$ cat src/rtl/pipelined_prefix_adder.sv
// Pipelined Kogge-Stone adder/subtractor: one prefix level per stage, LEVELS+1 register stages.
// Valid/ready on both sides; the whole pipe stalls when the output holds a result nobody takes.
module pipelined_prefix_adder #(
  parameter int WIDTH = 16
) (
  input  logic             clk,
  input  logic             rst,
  input  logic             in_valid,
  output logic             in_ready,
  input  logic [WIDTH-1:0] in_x,
  input  logic [WIDTH-1:0] in_y,
  input  logic             in_cin,
  input  logic             in_sub,
  output logic             out_valid,
  input  logic             out_ready,
  output logic [WIDTH-1:0] out_sum,
  output logic             out_cout,
  output logic             out_ovf
);
  localparam int LEVELS    = $clog2(WIDTH);
  localparam int LAST_SPAN = 1 << (LEVELS - 1);

  logic                         advance;
  logic [WIDTH-1:0]             yy;
  logic [WIDTH-1:0]             g_in;
  logic [WIDTH-1:0]             p_in;
  logic                         c_in;
  logic [LEVELS-1:0]            v_q;
  logic [LEVELS-1:0]            c_q;
  logic [LEVELS-1:0][WIDTH-1:0] g_q;
  logic [LEVELS-1:0][WIDTH-1:0] p_q;
  logic [LEVELS-1:0][WIDTH-1:0] h_q;
  logic [WIDTH-1:0]             g_fin;
  logic [WIDTH-1:0]             carry;
  logic [WIDTH-1:0]             sum_nx;

  assign advance  = !out_valid || out_ready;
  assign in_ready = advance;

  // Carry-in is folded into bit 0's generate, so every group that reaches bit 0
  // is fully resolved and its propagate can be dropped to zero by the shifts below.
  always_comb begin
    yy      = in_sub ? ~in_y : in_y;
    c_in    = in_sub | in_cin;
    g_in    = in_x & yy;
    p_in    = in_x | yy;
    g_in[0] = g_in[0] | (p_in[0] & c_in);
  end

  always_comb begin
    g_fin  = g_q[LEVELS-1] | (p_q[LEVELS-1] & (g_q[LEVELS-1] << LAST_SPAN));
    carry  = {g_fin[WIDTH-2:0], c_q[LEVELS-1]};
    sum_nx = h_q[LEVELS-1] ^ carry;
  end

  always_ff @(posedge clk) begin
    if (rst) begin
      v_q       <= '0;
      out_valid <= 1'b0;
      out_sum   <= '0;
      out_cout  <= 1'b0;
      out_ovf   <= 1'b0;
    end else if (advance) begin
      v_q[0] <= in_valid;
      c_q[0] <= c_in;
      g_q[0] <= g_in;
      p_q[0] <= p_in;
      h_q[0] <= in_x ^ yy;
      for (int k = 1; k < LEVELS; k++) begin
        v_q[k] <= v_q[k-1];
        c_q[k] <= c_q[k-1];
        h_q[k] <= h_q[k-1];
        g_q[k] <= g_q[k-1] | (p_q[k-1] & (g_q[k-1] << (1 << (k - 1))));
        p_q[k] <= p_q[k-1] & (p_q[k-1] << (1 << (k - 1)));
      end
      out_valid <= v_q[LEVELS-1];
      out_sum   <= sum_nx;
      out_cout  <= g_fin[WIDTH-1];
      out_ovf   <= carry[WIDTH-1] ^ g_fin[WIDTH-1];
    end
  end

endmodule

$ cat config.mk
export PLATFORM = sky130hd
export DESIGN_NAME = pipelined_prefix_adder
export DESIGN_NICKNAME = d
export VERILOG_FILES = /design/src/rtl/pipelined_prefix_adder.sv
export SDC_FILE = /design/constraint.sdc
export NUM_CORES = 1
export LEC_CHECK = 0
export ABC_CLOCK_PERIOD_IN_PS = 5900
export BUFFER_PORTS_ARGS = -buffer_cell sky130_fd_sc_hd__buf_2
export CORE_ASPECT_RATIO = 1.5
export CORE_UTILIZATION = 33
export CTS_CLUSTER_SIZE = 28
export DETAILED_ROUTE_END_ITERATION = 7
export PLACE_DENSITY = 0.46
export SETUP_SLACK_MARGIN = 0.02
export SLEW_MARGIN = 20
export SYNTH_ARGS = -nofsm -noshare
export SYNTH_HDL_FRONTEND = slang
export SYNTH_SLANG_ARGS = --single-unit
export TNS_END_PERCENT = 1
$ cat constraint.sdc
create_clock -name clk -period 5.9 [get_ports clk]
set_input_delay 1.18 -clock clk [delete_from_list [all_inputs] [get_ports clk]]
set_output_delay 1.18 -clock clk [all_outputs]
set_load 0.01 [all_outputs]
**After elaboration in Yosys (flattened, before gate mapping)**

Cells that the tools add are included.

- Input bits: 38
- Bits in registers: 219

- Reductions and logical operators: 3
- Bitwise operators: 21
- Multiplexer cells: 1

Operator list:

| operator | count |
|---|---|
| 16-bit bitwise AND | 8 |
| 16-bit OR | 5 |
| 16-bit bitwise XOR | 2 |
| 16-bit two-way mux | 1 |
| 16-bit NOT | 1 |
| 1-bit OR | 2 |
| 2-bit AND reduction | 1 |
| 1-bit bitwise AND | 1 |
| 1-bit logical NOT | 1 |
| 1-bit logical OR | 1 |
| 1-bit NOT | 1 |
| 1-bit bitwise XOR | 1 |

**Longest topological paths before layout**

- Word-level depth: 5
- Depth in mapped cells: 7
- Gate-level depth less buffers: 5

**Worst setup path before layout**

Ideal clock, no wire load.

- Path kind: input to register
- From: in out_ready
- To: reg c_q[0], enable pin
- Cell stages on the path: 4
- Path slack: 0.423 ns
- Arrival: 4.945 ns
- Setup time: 0.532 ns
- Path buffers: 0
- Data required time: 5.368 ns
- Cells stage by stage: nor2b_4 inv_4 nand2b_1 inv_1

- Word-level cells in the longest chain between the ends: 2

Ends and longest elaborated chain:

| what | RTL line | source |
|---|---|---|
| from (decl) | 15 | `input logic out_ready,` |
| 1-bit logical OR | 37 | `assign advance = !out_valid \|\| out_ready;` |
| 2-bit AND reduction (no line) | -- |  |
| to (signal assigned) | 65 | `c_q[0] <= c_in;` |
| to (signal, indexed assignment) | 71 | `c_q[k] <= c_q[k-1];` |
| to (decl) | 29 | `logic [LEVELS-1:0] c_q;` |

Every way passes these cells.
A chain may end at the register's enable or synchronous reset.

**Worst setup path in the final report**

- From: in out_ready
- To: out in_ready

- Word-level cells in the longest chain between the ends: 1

Ends and longest elaborated chain:

| what | RTL line | source |
|---|---|---|
| 1-bit logical OR | 37 |  |
| to (decl) | 9 | `output logic in_ready,` |

Every way passes these cells.

==> metrics.md <==
| Metric | Value |
|---|---|
| Via/cell ratio | roughly 4.0 |
| Total of flip-flops plus latches after synthesis | approximately 200 |
| Dominant delay contributor by cell family on the critical path | buffers and inverters |
| Clock transition at the register clock pins on the worst setup and hold paths after CTS | approximately 60 ps |
| Total of endpoints with negative setup slack in the final report | 0 |
| Fraction of the yosys area taken by sequential cells | between 70 and 80% |
| Detailed-router iteration count before antenna repair | 5 |
| Mean cell area of the mapped netlist | ~17 um2 |
| Area fraction of the dominant cell type after synthesis | about 70% |
| Uppermost routed layer | met4 |
| Via count of the first global-routing pass | about 3800 |
| Number of antenna repair diodes | 0 |
| Final Max Slew Viols | 0 |
| Total clock sinks | ~200 |
| Startpoint-to-endpoint class of the critical path | in -> out |
| Worst-path cell chain | buf_2 > nor2b_4 > inv_4 > buf_2 |
| Sort of element at the start of the critical path | primary input |
| Status | complete, no violations |
| Layout overhead on the synthesized area | 16.0% |
| Input/output buffers | between 50 and 60 |
| Most numerous cell types in the synthesized netlist | 181 x edfxtp_1, 49 x inv_1, 42 x a21o_1, 34 x and2_1, 32 x ha_1 |
| Peak fanout along the critical path | 28 |
| Skew-Pair Late Insertion Delay | between 400 and 500 ps |
| Total track usage | 10.1% |
| Synth area leader | edfxtp_1 |
| Antenna Nets Post-Route | 0 |
| Die Span Y | approximately 190 um |
| Row count | 68 |
| Final count of hold timing violations | 0 |
| Io pins | 58 |
| Total Power | 3.10 mW |
| Horiz. Die Dim | approximately 130 um |
| Worst clock skew | 6.54 ps |
| Synth Cell Area | 7770 um2 |
| Setup repair bufs after CTS | 0 |
| Wire length of the first global-routing pass | approximately 19000 um |
| Resized Gates After CTS | 0 |
| Endpoint required time on the critical path | 4720 ps |
| Cell Pwr Density | approximately 340 nW/um2 |
| Post-detailed-routing wire length | 11600 um |
| Slowest Stage Delay on Critical Path | approximately 280 ps |
| Final critical-path share of the clock period | approximately 53% |
| Area after detailed placement | 8410 um2 |
| Die outline area | ~24000 um2 |
| Library cell contributing the largest single delay on the critical path | nor2b_4 |
| Portion of total power attributed to the clock network | 38.0% |
| Total DRC errors in the routed layout | 0 |
| Gate count after technology mapping | approximately 460 |
| Cell internal pwr | between 2 and 2.5 mW |
| Max-cap violations | 0 |
| Bufs on Longest Clock Path | 3 |
| Number of buffers inserted by hold repair at cts | 0 |
| Synth warnings | 0 |
| Via Count | ~3500 |
| CP Data Arrival Time | 1970 ps |
| Average routed wire per standard cell | 13.4 um |
| Initial core utilization | around a third |
| Count leader, synth | edfxtp_1 |
| Number of DRC violations after detailed-routing iteration 0 | around 160 |
| Maximum level of the CTS H-tree | 1 |
| Switching portion of total power | 20.3% |
| Final standard cell count with taps included and fillers excluded | between 800 and 900 |
| LEAKAGE | 3.52 nW |
| Number of nets in the finished design | 606 |
| Combinational share of power | approximately 5.3% |
| Sum of overflow across all layers after global routing | 0 |
| Met3 Routed Length | about 460 um |
| Placed Cells | between 800 and 900 |
| Weighted congestion at the end of routability-driven global placement | between 0.6 and 0.7 |
| Nature of the critical path endpoint | primary output |
| Switching power | 0.629 mW |
| Layout Utilization | 39.1% |
| Worst hold slack across all endpoints | 414 ps |
| Total non-filler cell area in the finished layout | 9010 um2 |
| Post-Route M1 WL | 4760 um |
| Pin slew with the least headroom to its limit | approximately 1000 ps |
| Master cell of the clock root buffer | clkbuf_16 |
| Share of layout cells above drive strength 1 | between 10% and 20% |
| Pin count of the biggest net entering global routing | roughly 120 |
| Final Critical Period | about 3200 ps |
| Detailed placement HPWL | slightly below 8000 um |
| Synth area leaders | edfxtp_1 70%, dfxtp_1 5.9%, ha_1 5.2%, a21o_1 4.1%, and2_1 2.7% |
| Unrepaired setup endpoints after global routing | no |
| Worst slack after detailed placement | between 2000 and 2500 ps |
| Placeable core region | 23100 um2 |
| PnR worst setup slack | 2750 ps |
| Predominant post-synthesis flop cell | edfxtp_1 |
| Sequential fraction of design power | between 50% and 60% |
| Maximum achievable frequency | approximately 320 MHz |
| Number of buffers and inverters on the critical path | 3 |
| Worst hold-check path type | reg -> reg |
| Max_slew headroom | 31.0% |
| Setup tns final | 0 ps |
| Count of fill cells added during filler insertion | between 2000 and 2500 |
| Async set or reset register ratio after synthesis | 0% |
| Number of flops mapped to enable cells by yosys | around 180 |
| Net Count, Synth | about 530 |
| CTS tree | built |
| Most Frequent Cell on Critical Path | buf_2 |
| Met2 routed wirelength | about 6000 um |
| CTS Buf Count | 20 |
| Synth unique cells | 23 |
| Initial antenna violation count | 0 |
| Max rail drop VDD | 0.000179 V |
-- path summary, 6_finish.rpt --
check             slack (ps)       end  cells after the start      start
setup / recovery        2750  in_ready                      4  out_ready
hold / removal           410   h_q[21]                      0     h_q[5]
setup reg to reg        3320   h_q[20]                      5  out_valid
hold reg to reg          410   h_q[21]                      0     h_q[5]
-- final cells by class --
class | count | area [um2] | share of cell area (%)
clock inverters | 8 | 58.8 | 0.653
multi-input cells | 202 | 1620 | 17.9
repair buffers | 58 | 305 | 3.39
well taps | 315 | 394 | 4.38
flip-flops and latches | 204 | 5900 | 65.4
clock buffers | 26 | 544 | 6.04
inverters | 50 | 195 | 2.17
-- power groups by stage --
stage                     Sequential (mW)  Combinational [mW]  Clock, mW
final                                1.75               0.165       1.18
after CTS                            1.76               0.172       1.22
after global placement               1.79               0.166          0
after detailed placement             1.79               0.170          0
after global routing                 1.77               0.192       1.27
after floorplan                      1.78               0.108          0
-- worst reg2reg max path, stage by stage (launching register included) --
cell	delay, ps
dfxtp_1	300
nor2b_4	160
inv_4	260
nand2b_1	270
inv_6	750
buf_12	470
-- layout by cell type (no fill, tap or decap), drive strengths merged, types with 13 or more instances in the layout --
| cell | instances |
|---|---|
| xnor2 | 18 |
| dfxtp | 23 |
| a21o | 42 |
| nor2 | 13 |
| ha | 32 |
| buf | 58 |
| edfxtp | 181 |
| xor2 | 15 |
| and2 | 34 |
| clkbuf | 26 |
| inv | 50 |
-- registers in the layout, summed over array words and instances, names as in the netlist --
name / cells
c_q: 4
out_ovf: 1
out_valid: 1
p_q: 49
v_q: 4
out_sum: 16
g_q: 64
out_cout: 1
h_q: 64
-- cells by family after synthesis --
logic type      after synthesis  share of synthesized area [%]
flops                       204                           75.9
xor+xnor                     33                           3.72
fa+ha+maj                    32                           5.15
buf+inv                      57                           3.30
simple gates                 65                           4.77
compound gates               72                           7.15
-- layer usage --
metal  global-route usage, %  vias to the layer above
li1                        -                     1782
met3                    1.97                       21
met4                    4.53                        0
met1                    11.2                     1603
met2                    18.4                       64
met5                       0                        -
Note: power is estimated with default switching activity, not from simulation.
